===== src/rtl/cpu_ctrl_pkg.sv =====
// Shared definitions for the hardwired control unit: opcodes, FSM states,
// instruction classes and the control-word layout driven onto the datapath.
package cpu_ctrl_pkg;

    localparam logic [4:0] OP_LD   = 5'b00000;
    localparam logic [4:0] OP_LDI  = 5'b00001;
    localparam logic [4:0] OP_ST   = 5'b00010;
    localparam logic [4:0] OP_ADD  = 5'b00011;
    localparam logic [4:0] OP_SUB  = 5'b00100;
    localparam logic [4:0] OP_AND  = 5'b00101;
    localparam logic [4:0] OP_OR   = 5'b00110;
    localparam logic [4:0] OP_ADDI = 5'b01100;
    localparam logic [4:0] OP_MUL  = 5'b01111;
    localparam logic [4:0] OP_DIV  = 5'b10000;
    localparam logic [4:0] OP_BR   = 5'b10010;
    localparam logic [4:0] OP_JR   = 5'b10100;
    localparam logic [4:0] OP_IN   = 5'b10110;
    localparam logic [4:0] OP_OUT  = 5'b10111;
    localparam logic [4:0] OP_MFHI = 5'b11000;
    localparam logic [4:0] OP_MFLO = 5'b11001;
    localparam logic [4:0] OP_NOP  = 5'b11010;
    localparam logic [4:0] OP_HALT = 5'b11011;

    localparam logic [4:0] ADDR_OP_DEFAULT = 5'b00011;

    typedef enum logic [3:0] {
        ST_RST, ST_T0, ST_T1, ST_T2,
        ST_E3, ST_E4, ST_E5, ST_E6, ST_E7,
        ST_HALT
    } state_t;

    typedef enum logic [3:0] {
        CLS_NOP, CLS_HALT, CLS_LD, CLS_LDI, CLS_ST, CLS_ALU, CLS_ADDI,
        CLS_BR, CLS_JR, CLS_IN, CLS_OUT, CLS_MFHI, CLS_MFLO, CLS_MULDIV
    } instr_class_t;

    typedef struct packed {
        logic       pc_in;
        logic       ir_in;
        logic       mar_in;
        logic       mdr_in;
        logic       y_in;
        logic       z_in;
        logic       hi_in;
        logic       lo_in;
        logic       con_in;
        logic       outport_in;
        logic       pc_out;
        logic       mdr_out;
        logic       y_out;
        logic       zhi_out;
        logic       zlo_out;
        logic       hi_out;
        logic       lo_out;
        logic       inport_out;
        logic       c_out;
        logic       gra;
        logic       grb;
        logic       grc;
        logic       r_in;
        logic       r_out;
        logic       ba_out;
        logic       read;
        logic       write;
        logic       inc_pc;
        logic [4:0] alu_op;
    } ctrl_word_t;

    // Number of execute states (E3 onward) each instruction class occupies.
    function automatic logic [2:0] exec_length(input instr_class_t cls);
        case (cls)
            CLS_LD, CLS_ST:              return 3'd5;
            CLS_BR, CLS_MULDIV:          return 3'd4;
            CLS_LDI, CLS_ALU, CLS_ADDI:  return 3'd3;
            CLS_JR, CLS_IN, CLS_OUT,
            CLS_MFHI, CLS_MFLO:          return 3'd1;
            default:                     return 3'd0;
        endcase
    endfunction

endpackage


===== src/rtl/ctrl_opdecode.sv =====
// Combinational opcode classifier: IR[31:27] -> instruction class and length.
// mul/div are recognised only when CTRL_MULDIV_EN is defined.
module ctrl_opdecode
    import cpu_ctrl_pkg::*;
(
    input  logic [4:0]   opcode,
    output instr_class_t instr_class,
    output logic [2:0]   exec_len
);

    always_comb begin
        instr_class = CLS_NOP;
        case (opcode)
            OP_LD:                         instr_class = CLS_LD;
            OP_LDI:                        instr_class = CLS_LDI;
            OP_ST:                         instr_class = CLS_ST;
            OP_ADD, OP_SUB, OP_AND, OP_OR: instr_class = CLS_ALU;
            OP_ADDI:                       instr_class = CLS_ADDI;
            OP_BR:                         instr_class = CLS_BR;
            OP_JR:                         instr_class = CLS_JR;
            OP_IN:                         instr_class = CLS_IN;
            OP_OUT:                        instr_class = CLS_OUT;
            OP_MFHI:                       instr_class = CLS_MFHI;
            OP_MFLO:                       instr_class = CLS_MFLO;
            OP_HALT:                       instr_class = CLS_HALT;
`ifdef CTRL_MULDIV_EN
            OP_MUL, OP_DIV:                instr_class = CLS_MULDIV;
`else
            OP_MUL, OP_DIV:                instr_class = CLS_NOP;
`endif
            OP_NOP:                        instr_class = CLS_NOP;
            default:                       instr_class = CLS_NOP;
        endcase
    end

    assign exec_len = exec_length(instr_class);

endmodule


===== src/rtl/control_unit.sv =====
// Hardwired control unit: fetch T0-T2 then per-opcode execute states E3-E7.
// Optional mul/div sequencing is enabled by defining CTRL_MULDIV_EN.
module control_unit
    import cpu_ctrl_pkg::*;
#(
    parameter logic [4:0] ADDR_OP = ADDR_OP_DEFAULT
) (
    input  logic        Clock,
    input  logic        Reset_n,
    input  logic        Stop,
    input  logic [31:0] IR,
    input  logic        CON,
    output logic        PCin,
    output logic        IRin,
    output logic        MARin,
    output logic        MDRin,
    output logic        Yin,
    output logic        Zin,
    output logic        HIin,
    output logic        LOin,
    output logic        CONin,
    output logic        OUTPORTin,
    output logic        PCout,
    output logic        MDRout,
    output logic        Yout,
    output logic        ZHIout,
    output logic        ZLOout,
    output logic        HIout,
    output logic        LOout,
    output logic        INPORTout,
    output logic        Cout,
    output logic        Gra,
    output logic        Grb,
    output logic        Grc,
    output logic        Rin,
    output logic        Rout,
    output logic        BAout,
    output logic        Read,
    output logic        write,
    output logic        IncPC,
    output logic [4:0]  ALUop,
    output logic        Run
);

    state_t       state_q, state_d;
    instr_class_t instr_class;
    logic [2:0]   exec_len;
    logic [4:0]   opcode;
    logic [2:0]   ex_step;
    logic         in_exec;
    ctrl_word_t   cw;
    logic         ir_unused;

    assign opcode    = IR[31:27];
    assign ir_unused = ^IR[26:0];

    ctrl_opdecode u_opdecode (
        .opcode      (opcode),
        .instr_class (instr_class),
        .exec_len    (exec_len)
    );

    always_ff @(posedge Clock) begin
        if (!Reset_n) begin
            state_q <= ST_RST;
        end else begin
            state_q <= state_d;
        end
    end

    always_comb begin
        state_d = state_q;
        case (state_q)
            ST_RST:  state_d = ST_T0;
            ST_T0:   state_d = Stop ? ST_HALT : ST_T1;
            ST_T1:   state_d = ST_T2;
            ST_T2: begin
                if (instr_class == CLS_HALT) begin
                    state_d = ST_HALT;
                end else if (exec_len == 3'd0) begin
                    state_d = ST_T0;
                end else begin
                    state_d = ST_E3;
                end
            end
            ST_E3:   state_d = (exec_len > 3'd1) ? ST_E4 : ST_T0;
            ST_E4:   state_d = (exec_len > 3'd2) ? ST_E5 : ST_T0;
            ST_E5:   state_d = (exec_len > 3'd3) ? ST_E6 : ST_T0;
            ST_E6:   state_d = (exec_len > 3'd4) ? ST_E7 : ST_T0;
            ST_E7:   state_d = ST_T0;
            ST_HALT: state_d = ST_HALT;
            default: state_d = ST_RST;
        endcase
    end

    // A pending Stop in T0 suppresses the fetch so the PC is left untouched.
    always_comb begin
        cw      = '0;
        in_exec = 1'b0;
        ex_step = 3'd0;
        case (state_q)
            ST_T0: begin
                if (!Stop) begin
                    cw.pc_out = 1'b1;
                    cw.mar_in = 1'b1;
                    cw.inc_pc = 1'b1;
                    cw.z_in   = 1'b1;
                end
            end
            ST_T1: begin
                cw.zlo_out = 1'b1;
                cw.pc_in   = 1'b1;
                cw.read    = 1'b1;
                cw.mdr_in  = 1'b1;
            end
            ST_T2: begin
                cw.mdr_out = 1'b1;
                cw.ir_in   = 1'b1;
            end
            ST_E3: begin in_exec = 1'b1; ex_step = 3'd0; end
            ST_E4: begin in_exec = 1'b1; ex_step = 3'd1; end
            ST_E5: begin in_exec = 1'b1; ex_step = 3'd2; end
            ST_E6: begin in_exec = 1'b1; ex_step = 3'd3; end
            ST_E7: begin in_exec = 1'b1; ex_step = 3'd4; end
            default: ;
        endcase

        if (in_exec) begin
            case (instr_class)
                CLS_LD, CLS_ST: begin
                    case (ex_step)
                        3'd0: begin cw.grb = 1'b1; cw.ba_out = 1'b1; cw.y_in = 1'b1; end
                        3'd1: begin cw.c_out = 1'b1; cw.z_in = 1'b1; cw.alu_op = ADDR_OP; end
                        3'd2: begin cw.zlo_out = 1'b1; cw.mar_in = 1'b1; end
                        3'd3: begin
                            if (instr_class == CLS_LD) begin
                                cw.read   = 1'b1;
                                cw.mdr_in = 1'b1;
                            end else begin
                                cw.gra    = 1'b1;
                                cw.r_out  = 1'b1;
                                cw.mdr_in = 1'b1;
                            end
                        end
                        3'd4: begin
                            if (instr_class == CLS_LD) begin
                                cw.mdr_out = 1'b1;
                                cw.gra     = 1'b1;
                                cw.r_in    = 1'b1;
                            end else begin
                                cw.write = 1'b1;
                            end
                        end
                        default: ;
                    endcase
                end
                CLS_LDI, CLS_ADDI: begin
                    case (ex_step)
                        3'd0: begin
                            cw.grb  = 1'b1;
                            cw.y_in = 1'b1;
                            if (instr_class == CLS_LDI) cw.ba_out = 1'b1;
                            else                        cw.r_out  = 1'b1;
                        end
                        3'd1: begin cw.c_out = 1'b1; cw.z_in = 1'b1; cw.alu_op = ADDR_OP; end
                        3'd2: begin cw.zlo_out = 1'b1; cw.gra = 1'b1; cw.r_in = 1'b1; end
                        default: ;
                    endcase
                end
                CLS_ALU: begin
                    case (ex_step)
                        3'd0: begin cw.grb = 1'b1; cw.r_out = 1'b1; cw.y_in = 1'b1; end
                        3'd1: begin cw.grc = 1'b1; cw.r_out = 1'b1; cw.z_in = 1'b1; cw.alu_op = opcode; end
                        3'd2: begin cw.zlo_out = 1'b1; cw.gra = 1'b1; cw.r_in = 1'b1; end
                        default: ;
                    endcase
                end
                CLS_MULDIV: begin
                    case (ex_step)
                        3'd0: begin cw.gra = 1'b1; cw.r_out = 1'b1; cw.y_in = 1'b1; end
                        3'd1: begin cw.grb = 1'b1; cw.r_out = 1'b1; cw.z_in = 1'b1; cw.alu_op = opcode; end
                        3'd2: begin cw.zlo_out = 1'b1; cw.lo_in = 1'b1; end
                        3'd3: begin cw.zhi_out = 1'b1; cw.hi_in = 1'b1; end
                        default: ;
                    endcase
                end
                // CON was loaded at the end of E3, so it is valid by E6.
                CLS_BR: begin
                    case (ex_step)
                        3'd0: begin cw.gra = 1'b1; cw.r_out = 1'b1; cw.con_in = 1'b1; end
                        3'd1: begin cw.pc_out = 1'b1; cw.y_in = 1'b1; end
                        3'd2: begin cw.c_out = 1'b1; cw.z_in = 1'b1; cw.alu_op = ADDR_OP; end
                        3'd3: begin cw.zlo_out = 1'b1; cw.pc_in = CON; end
                        default: ;
                    endcase
                end
                CLS_JR:   begin cw.gra = 1'b1; cw.r_out = 1'b1; cw.pc_in = 1'b1; end
                CLS_IN:   begin cw.inport_out = 1'b1; cw.gra = 1'b1; cw.r_in = 1'b1; end
                CLS_OUT:  begin cw.gra = 1'b1; cw.r_out = 1'b1; cw.outport_in = 1'b1; end
                CLS_MFHI: begin cw.hi_out = 1'b1; cw.gra = 1'b1; cw.r_in = 1'b1; end
                CLS_MFLO: begin cw.lo_out = 1'b1; cw.gra = 1'b1; cw.r_in = 1'b1; end
                default: ;
            endcase
        end
    end

    assign PCin      = cw.pc_in;
    assign IRin      = cw.ir_in;
    assign MARin     = cw.mar_in;
    assign MDRin     = cw.mdr_in;
    assign Yin       = cw.y_in;
    assign Zin       = cw.z_in;
    assign HIin      = cw.hi_in;
    assign LOin      = cw.lo_in;
    assign CONin     = cw.con_in;
    assign OUTPORTin = cw.outport_in;
    assign PCout     = cw.pc_out;
    assign MDRout    = cw.mdr_out;
    assign Yout      = cw.y_out;
    assign ZHIout    = cw.zhi_out;
    assign ZLOout    = cw.zlo_out;
    assign HIout     = cw.hi_out;
    assign LOout     = cw.lo_out;
    assign INPORTout = cw.inport_out;
    assign Cout      = cw.c_out;
    assign Gra       = cw.gra;
    assign Grb       = cw.grb;
    assign Grc       = cw.grc;
    assign Rin       = cw.r_in;
    assign Rout      = cw.r_out;
    assign BAout     = cw.ba_out;
    assign Read      = cw.read;
    assign write     = cw.write;
    assign IncPC     = cw.inc_pc;
    assign ALUop     = cw.alu_op;
    assign Run       = (state_q != ST_RST) && (state_q != ST_HALT);

endmodule


===== config.mk =====
export PLATFORM = sky130hd
export DESIGN_NAME = control_unit
export DESIGN_NICKNAME = d
export VERILOG_FILES = /design/src/rtl/cpu_ctrl_pkg.sv /design/src/rtl/ctrl_opdecode.sv /design/src/rtl/control_unit.sv
export SDC_FILE = /design/constraint.sdc
export NUM_CORES = 1
export LEC_CHECK = 0
export CAP_MARGIN = 40
export CORE_UTILIZATION = 28
export DETAILED_ROUTE_END_ITERATION = 16
export GPL_TIMING_DRIVEN = 0
export SETUP_SLACK_MARGIN = 0.05
export SLEW_MARGIN = 20
export SYNTH_ARGS = -nofsm -noshare
export SYNTH_HDL_FRONTEND = slang
export SYNTH_HIERARCHICAL = 1
export SYNTH_SLANG_ARGS = --single-unit

===== constraint.sdc =====
create_clock -name Clock -period 5.8 [get_ports Clock]
set_input_delay 1.74 -clock Clock [delete_from_list [all_inputs] [get_ports Clock]]
set_output_delay 1.74 -clock Clock [all_outputs]
set_load 0.05 [all_outputs]

==> results.md, run 1 <==
* Status: completed
* Core area at 4790 sq um
* Peak VDD IR at 65.8 uV
* Commonest non-fill, non-tap cell in the layout: nor2_1
* CTS HTree Levels at 1
* Initial Utilization at 29.4%
* Register-to-register setup slack at 4.33 ns
* Worst path required time at 4.06 ns
* Die Span Y at 72.8 um
* Fraction of layout cells with a size suffix above 1 at 44.2%
* FF-to-FF path depth at 6
* Cell mode on critical path: buf_2
* # diodes at 0
* Clock Skews at 0.00306 ns
* CP Depth at 12
* Vias at 1754
* DIE AREA at 5310 sq um
* Syn Nets at 248
* Final Max Slew Viols at 0
* Worst Setup SP: IR[28]
* Post-DP Area at 1980 sq um
* Crit path DAT at 3.93 ns
* Clock Latency Late Sink at 0.22 ns
* Layout area overhead at 53.0%
* Io pins at 70
* Initial drt markers at 129
* P per Cell Area at 126 nW/um^2
* Grt ovf at 0
* TritonCTS Buffers at 3
* Initial antenna violation count at 0
* Nets at 308
* CP max FO at 9
* Routability cong. at 0.822
* RSZ-0062 raised after global routing: no
* Commonest cells after routing, fill and taps aside: 23 x nor2_1, 22 x buf_2, 22 x buf_4, 11 x nand2_1
* Hold WS at 0.814 ns
* Largest area contributor in the netlist: ha_1
* Total GRT Usage at 16.9%
* Async SR Flop Fraction at 0%
* Tightest Pin Transition at 0.578 ns
* # DRC at 0
* Warnings from Yosys at 6
* Peak Freq at 176 MHz
* DP HPWL at 3.28 mm
* Setup TNS at 0 ns
* Leading register cell type out of synthesis: dfxtp_1
* Number of global-route vias before repair at 1641
* Critical path's top delay family: buffers and inverters
* Slowest stage delay, CP at 0.35 ns
* Total wire length at 4.49 mm
* Crit-path slowest cell: or3_1
* Seq/Total Area, Yosys at 5.70%
* Synth Register Bits at 4
* Leak at 0.917 nW
* CP cell instances: buf_2 > inv_2 > ha_1 > nand2b_1 > a32oi_2 > o21ai_4 > buf_6 > buf_4 > xnor2_1 > or3_1 > o21ai_1 > buf_2
* CP bufs+invs at 5
* Startpoint Class: input pin
* CTS Hold Bufs at 0
* CTS root buf: clkbuf_8
* Fin area at 2150 sq um
* Final hold violation count at 0
* Netlist cell types at 66
* TritonCTS clock tree: built
* Syn Std Cell Area at 1410 sq um
* TritonRoute pass-1 iters at 5
* Max Cap Violations at 0
* Final period utilization at 97.7%
* Port bufs at 41
* First-pass GRT wire length at 7.35 mm
* Post-synth top area share at 8.90%
* Most flops, register: state_q
* Setup crit end kind: output pin
* Post-synth EDFFs at 0
* Die width at 72.8 um
* Setup Viol. Count Final at 0
* Min Tclk post-route at 5.67 ns
* Rows at 25
* Largest net degree at the start of global routing at 11
* Max reg flops at 4
* Worst Hold Class: register to register
* Area contributors post-synth: ha_1 8.9%, nor2_1 6.9%, dfxtp_1 5.7%
* Setup CP Type: input pin to output pin
* Biggest regs: state_q (4)
* Slew margin rel. at 61.1%
* Wire per inst at 13.7 um
* Reg-to-reg startpoint: state_q[3]
* Clock transition at path regs at 0.03 ns
* Syn_area_per_cell at 6.96 sq um
* Cells after Synth at 202
* CP endpoint: MDRin
* Sink Count at 4
* Worst R2R End: state_q[1]
* # fillers at 480
* Bufs on Longest Clock Path at 2
* Vias per cell at 5.36
* Post-DRT Antenna Nets at 0
[cell type report]
type,instances,area [sq um],area share [%]
multi-input combinational,167,1340,62.1
timing repair buffer,55,422,19.6
sequential,4,80.1,3.73
clock buffer,3,41.3,1.92
buffer,18,139,6.46
inverter,13,48.8,2.27
tap,67,83.8,3.90
[metal layers]
| layer | vias up | share of wire, % | GRT usage, % |
|---|---|---|---|
| met1 | 842 | 47 | 21.9 |
| li1 | 863 | - | - |
| met4 | 0 | 0.16 | 4.58 |
| met5 | - | 0 | 0 |
| met2 | 47 | 50 | 30.3 |
| met3 | 2 | 3.1 | 0.967 |
[metrics by stage]
stage | setup WS (ns) | util (%) | instances | total power (W)
floorplan | -0.0504 | - | 202 | 0.000150
detailed placement | -1.36 | 41.3 | 310 | 0.000192
finish | 0.134 | 44.9 | 327 | 0.000271
global placement | -1.35 | 41.3 | 310 | 0.000192
global route | 0.0256 | 44.9 | 327 | 0.000287
CTS | 0.0369 | 44.7 | 325 | 0.000267
[worst register-to-register path, stage by stage, from the launching register on]
cell and delay (ns):
dfxtp_1 0.32, buf_2 0.21, nand4bb_1 0.15, buf_2 0.24, nand2_1 0.09, a32oi_1 0.22, a31oi_1 0.12
[synthesized netlist by cell type, drive strengths merged (2+ instances only)]
| cell type | instances |
|---|---|
| a211oi | 3 |
| a21o | 3 |
| a21oi | 11 |
| a311oi | 2 |
| a31oi | 2 |
| a32oi | 4 |
| and2 | 6 |
| buf | 14 |
| clkbuf | 4 |
| dfxtp | 4 |
| ha | 10 |
| inv | 13 |
| mux2i | 3 |
| nand2 | 12 |
| nand2b | 8 |
| nand3 | 6 |
| nand4bb | 2 |
| nor2 | 26 |
| nor2b | 3 |
| nor3 | 7 |
| nor4 | 3 |
| o211ai | 4 |
| o21ai | 15 |
| o221ai | 2 |
| o22ai | 3 |
| o31a | 3 |
| o31ai | 2 |
| or3 | 2 |
| or3b | 2 |
| xnor2 | 2 |
[timing repair]
action | CTS | global route
gates resized for setup | 184 | 14
setup endpoints to repair | 30 | 27
pin swaps | 5 | 5
setup buffers | 12 | 2
[logic make-up (layout without fill, tap and decap cells)]
family / Yosys count / after routing / synth area share (%)
adders and majority gates: 10 / 10 / 8.90
other: 1 / 1 / 0.267
muxes: 4 / 4 / 2.94
xor gates and xnor gates: 2 / 2 / 1.25
DFF: 4 / 4 / 5.70
and+or+nand+nor: 84 / 84 / 35.4
buffers and inverters: 31 / 89 / 10.9
AOI/OAI and AO/OA: 66 / 66 / 34.7
[how the worst min path moves through the flow]
stage                     slack [ns]  depth (start not counted)        from         end
final                           0.81                          4  state_q[3]  state_q[0]
after global routing            0.87                          4  state_q[0]  state_q[3]
after CTS                       0.82                          4  state_q[3]  state_q[0]
after detailed placement        0.80                          4  state_q[3]  state_q[0]
after global placement          0.81                          4  state_q[3]  state_q[3]
after floorplan                 0.71                          4  state_q[3]  state_q[3]
[power breakdown]
group / switching, W / internal, W / total, W
logic: 0.000112 / 0.0000703 / 0.000182
clock network: 0.0000141 / 0.0000442 / 0.0000583
registers: 0.00000108 / 0.0000297 / 0.0000308
total: 0.000127 / 0.000144 / 0.000271
No activity file was read; power rests on OpenSTA's default activity.
==> run 2, diff against run 1 <==
Settings changed: TNS_END_PERCENT from default to 1.
==> run 2 against run 1 <==
Net effect: flip-flop and latch count unchanged; critical path type unchanged; clock skew about the same; hold slack got worse by 0.0078 ns; non-clock buffer count decreased by 5; critical path depth unchanged; clock power decreased by 2%; largest cell class unchanged; power decreased by 3.5%; worst setup slack improved by 0.0072 ns.
==> results.md, run 2 (same netlist as run 1, synthesis figures left out) <==
* Initial antenna violation count at 0
* Total GRT Usage at 16.2%
* Clock Latency Late Sink at 0.21 ns
* Core area at 4790 sq um
* DIE AREA at 5310 sq um
* CP max FO at 9
* Bufs on Longest Clock Path at 2
* # fillers at 514
* Most flops, register: state_q
* Clock transition at path regs at 0.03 ns
* Post-DRT Antenna Nets at 0
* Io pins at 70
* Startpoint Class: input pin
* Total wire length at 4.39 mm
* Slew margin rel. at 58.3%
* Tightest Pin Transition at 0.619 ns
* TritonRoute pass-1 iters at 4
* Setup CP Type: input pin to output pin
* Fin worst setup slack at 0.141 ns
* # DRC at 0
* Reg-to-reg startpoint: state_q[0]
* Peak VDD IR at 61.7 uV
* CTS HTree Levels at 1
* Fin area at 2070 sq um
* FF-to-FF path depth at 6
* CTS root buf: clkbuf_8
* Final hold violation count at 0
* RSZ-0062 raised after global routing: yes
* Grt ovf at 0
* Fraction of layout cells with a size suffix above 1 at 40.0%
* Min Tclk post-route at 5.66 ns
* DP HPWL at 3.25 mm
* Routed met2 length at 2.18 mm
* # diodes at 0
* Met3 WL at 192 um
* Initial Utilization at 29.4%
* Worst path required time at 4.06 ns
* Register-to-register setup slack at 4.33 ns
* Sink Count at 4
* Biggest regs: state_q (4)
* Commonest cells after routing, fill and taps aside: 24 x buf_2, 24 x nor2_1, 15 x buf_4, 11 x o21ai_0, 11 x nand2_1
* Die Span Y at 72.8 um
* Metal1 wirelength at 2.00 mm
* Vias per cell at 5.33
* TritonCTS clock tree: built
* Final period utilization at 97.6%
* Nets at 303
* Peak Freq at 177 MHz
* Highest metal used: met4
* Clock Skews at 0.00281 ns
* Largest net degree at the start of global routing at 13
* Status: completed
* Routability cong. at 0.810
* Setup Viol. Count Final at 0
* First-pass GRT wire length at 7.02 mm
* Initial drt markers at 106
* Max Cap Violations at 0
* Vias at 1717
* Crit path DAT at 3.92 ns
* Leak at 0.867 nW
* Layout area overhead at 47.0%
* Pre-CTS worst setup slack at -1.28 ns
* Worst Hold Class: register to register
* Number of global-route vias before repair at 1521
* TritonCTS Buffers at 3
* Rows at 25
* Worst Setup SP: IR[28]
* Worst R2R End: state_q[2]
* Setup crit end kind: output pin
* Max reg flops at 4
* P per Cell Area at 127 nW/um^2
* Final Max Slew Viols at 0
* Post-DP Area at 1930 sq um
* Wire per inst at 13.6 um
* CP endpoint: Cout
* Port bufs at 41
* Die width at 72.8 um
[run 2: through the flow]
step / hold WS (ns) / total power (W) / utilization [%] / instances / TNS, ns
global placement: 0.802 / 0.000188 / 40.2 / 310 / -37.40
floorplan: 0.714 / 0.000146 / - / 202 / -3.04
global route: 0.850 / 0.000280 / 43.2 / 322 / 0
finish: 0.806 / 0.000261 / 43.2 / 322 / 0
CTS: 0.804 / 0.000260 / 42.9 / 321 / 0
detailed placement: 0.796 / 0.000188 / 40.3 / 311 / -33.56
[run 2: area by class of cell]
type	count	area (sq um)	area share, %
buffer	17	126	6.12
clock buffer	3	41.3	2.00
inverter	13	48.8	2.36
multi-input combinational	167	1280	62.0
sequential	4	80.1	3.88
tap	67	83.8	4.06
timing repair buffer	51	404	19.6
[run 2: timing repair]
action / in CTS / in global routing
hold buffers: 0 / 0
gates resized for setup: 177 / 16
setup endpoints to repair: 30 / 27
setup buffers: 7 / 2
pin swaps: 4 / 5
[run 2: worst min path at each step]
stage	start	to	slack, ns	cells after the start
3_3_place_gp	state_q[3]	state_q[3]	0.80	4
2_1_floorplan	state_q[3]	state_q[3]	0.71	4
3_5_place_dp	state_q[3]	state_q[3]	0.80	4
4_1_cts	state_q[3]	state_q[3]	0.80	4
6_report	state_q[3]	state_q[3]	0.81	4
5_1_grt	state_q[3]	state_q[0]	0.85	4
[run 2: per-layer routing]
metal | global-route usage [%] | up-vias
met3 | 1.93 | 2
met5 | 0 | -
met1 | 21.9 | 808
met4 | 1.31 | 0
met2 | 28.7 | 55
li1 | - | 852
[run 2: critical path, stage by stage]
cell and delay [ns]:
buf_2 0.20, inv_2 0.08, ha_1 0.22, nand2b_1 0.18
a32oi_2 0.29, o21ai_2 0.10, buf_6 0.14, inv_1 0.16
nand2_1 0.14, a2bb2oi_1 0.16, nor2_1 0.20, buf_2 0.31
[run 2: where the power goes]
| part | leakage [nW] | switching, W | internal (W) |
|---|---|---|---|
| Clock | 0.0216 | 0.0000133 | 0.0000441 |
| Sequential | 0.0328 | 0.000000996 | 0.0000297 |
| Combinational | 0.813 | 0.000108 | 0.0000659 |
==> run 3, diff against run 2 <==
--- a/constraint.sdc
+++ b/constraint.sdc
@@ -3,2 +3,2 @@
 set_output_delay 1.74 -clock Clock [all_outputs]
-set_load 0.05 [all_outputs]
+set_load 0.005 [all_outputs]
==> run 3 against run 2 <==
Net effect: power fell by 7.2%; clock skew rose by 0.00057 ns; core utilization rose by 2.3 points; final cell count rose by 0.93%; register-to-register slack improved by 0.04 ns; flip-flop and latch count did not move.
==> results.md, run 3 (same netlist as run 1, synthesis figures left out) <==
* Status: completed
* Clock Latency Late Sink at 0.22 ns
* Register-to-register setup slack at 4.37 ns
* P per Cell Area at 112 nW/um^2
* Crit path DAT at 4.00 ns
* Largest net degree at the start of global routing at 11
* GR peak layer: met2
* CP cell instances: clkbuf_4 > inv_2 > ha_2 > mux2i_2 > or3_4 > o21ai_2 > buf_6 > clkinvlp_4 > nand2_1 > a2bb2oi_2 > nor2_2 > a21o_1 > clkdlybuf4s50_1
* Clock transition at path regs at 0.03 ns
* DP HPWL at 3.23 mm
* Total GRT Usage at 16.7%
* Sink Count at 4
* Fraction of layout cells with a size suffix above 1 at 31.4%
* Total power at 0.000243 W
* Clock Skews at 0.00338 ns
* # DRC at 0
* # fillers at 479
* TritonCTS clock tree: built
* Gate power share at 63.3%
* Tightest Pin Transition at 0.625 ns
* Final period utilization at 98.9%
* Bufs on Longest Clock Path at 2
* Vias per cell at 5.20
* Setup TNS at 0 ns
* Initial antenna violation count at 0
* FF-to-FF path depth at 6
* DIE AREA at 5310 sq um
* Routability cong. at 0.842
* CTS HTree Levels at 1
* Vias at 1690
* Wire per inst at 13.3 um
* TritonCTS Buffers at 3
* Peak Freq at 174 MHz
* Port bufs at 41
* Io pins at 70
* Worst path required time at 4.06 ns
* Worst R2R End: state_q[0]
* Rows at 25
* Commonest cells after routing, fill and taps aside: 28 x clkdlybuf4s50_1, 23 x nor2_1, 16 x buf_4, 10 x o21ai_0, 10 x nand2_1
* Die width at 72.8 um
* First-pass GRT wire length at 7.22 mm
* Setup crit end kind: output pin
* RSZ-0062 raised after global routing: yes
* Total wire length at 4.32 mm
* Psw at 0.0000969 W
* CP Depth at 13
* Sw frac at 39.9%
* Hold WS at 0.791 ns
* Worst Setup SP: IR[27]
* Global routing usage on met2 at 29.8%
* # diodes at 0
* Nets at 306
* Clk pwr share at 24.1%
* Post-DRT Antenna Nets at 0
* Core area at 4790 sq um
* Critical path's top delay family: buffers and inverters
* Commonest non-fill, non-tap cell in the layout: clkdlybuf4s50_1
* Number of global-route vias before repair at 1588
* Slowest stage delay, CP at 0.45 ns
* CTS Hold Bufs at 0
* Setup Viol. Count Final at 0
* Grt ovf at 0
* Non-filler instance count after layout at 325
* Final hold violation count at 0
* Initial Utilization at 29.4%
* TritonRoute pass-1 iters at 4
* Final Max Slew Viols at 0
* Global-route met1 utilization at 21.6%
* Seq pwr share at 12.6%
* Most flops, register: state_q
* CP endpoint: ALUop[0]
* Max reg flops at 4
* Internal at 0.000146 W
* Worst Hold Class: register to register
* CP max FO at 6
* Reg-to-reg startpoint: state_q[2]
* Startpoint Class: input pin
* Biggest regs: state_q (4)
* Slew margin rel. at 57.9%
* CP bufs+invs at 5
* Leak at 0.896 nW
* Initial drt markers at 126
* Peak VDD IR at 83.6 uV
* Die Span Y at 72.8 um
* Min Tclk post-route at 5.74 ns
* Crit-path slowest cell: clkdlybuf4s50_1
* Cells after DPL at 311
* Max Cap Violations at 0
* GR met3 Demand/Resource at 2.49%
* CTS root buf: clkbuf_8
* Setup CP Type: input pin to output pin
* Layout area overhead at 54.8%
* Finished Core Util at 45.4%
[run 3: changes by cell type in the layout (fill, tap and decap cells not counted), sizes merged]
cell and delta:
clkdlybuf4s18 -2, dlygate4sd2 +4, buf -18, dlymetal6s2s +2
inv -1, clkdlybuf4s50 +22, clkbuf +3, clkdlybuf4s15 -8
clkinvlp +1
[run 3: tightest hold or removal path, stage by stage (launching register included)]
cell and delay, ns:
dfxtp_1 0.30, buf_2 0.17, o21ai_0 0.08, nand2_1 0.10, nor2_1 0.10
[run 3: worst min path at each step]
| stage | startpoint | endpoint | slack (ns) | cells past startpoint |
|---|---|---|---|---|
| final | state_q[3] | state_q[3] | 0.79 | 4 |
| after global routing | state_q[0] | state_q[3] | 0.84 | 4 |
| after CTS | state_q[3] | state_q[3] | 0.79 | 4 |
| after detailed placement | state_q[3] | state_q[3] | 0.78 | 4 |
| after global placement | state_q[3] | state_q[3] | 0.80 | 4 |
| after floorplan | state_q[3] | state_q[3] | 0.71 | 4 |
[run 3: repair_timing]
action | in CTS | in global routing
buffers inserted | 10 | 1
pin swaps | 5 | 4
gates resized for setup | 66 | 14
setup endpoints to repair | 30 | 17
[run 3: power groups by stage]
stage	registers (W)	logic (W)	clock network, W
after floorplan	0.0000307	0.0000877	0
after global placement	0.0000311	0.000129	0
after detailed placement	0.0000310	0.000129	0
after CTS	0.0000306	0.000147	0.0000597
after global routing	0.0000309	0.000168	0.0000625
final	0.0000306	0.000154	0.0000585
[run 3: metrics by stage]
stage	instance area, sq um	setup slack [ns]
after floorplan	1410	0.319
after global placement	1900	-1.31
after detailed placement	1900	-0.961
after CTS	2120	0.00694
after global routing	2170	-0.0534
final	2170	0.0628
[run 3: final cells by class]
class / instances / area [sq um] / area share [%]
Multi-Input combinational cell: 167 / 1280 / 59.0
Timing Repair Buffer: 53 / 488 / 22.4
Buffer: 18 / 146 / 6.73
Tap cell: 67 / 83.8 / 3.85
Sequential cell: 4 / 80.1 / 3.68
Inverter: 13 / 52.6 / 2.42
Clock buffer: 3 / 41.3 / 1.90
[run 3: metal layers]
metal / routed length [um] / vias up
met5: 0 / -
met4: 28 / 0
met3: 135 / 4
met2: 2160 / 46
met1: 1990 / 780
li1: - / 860
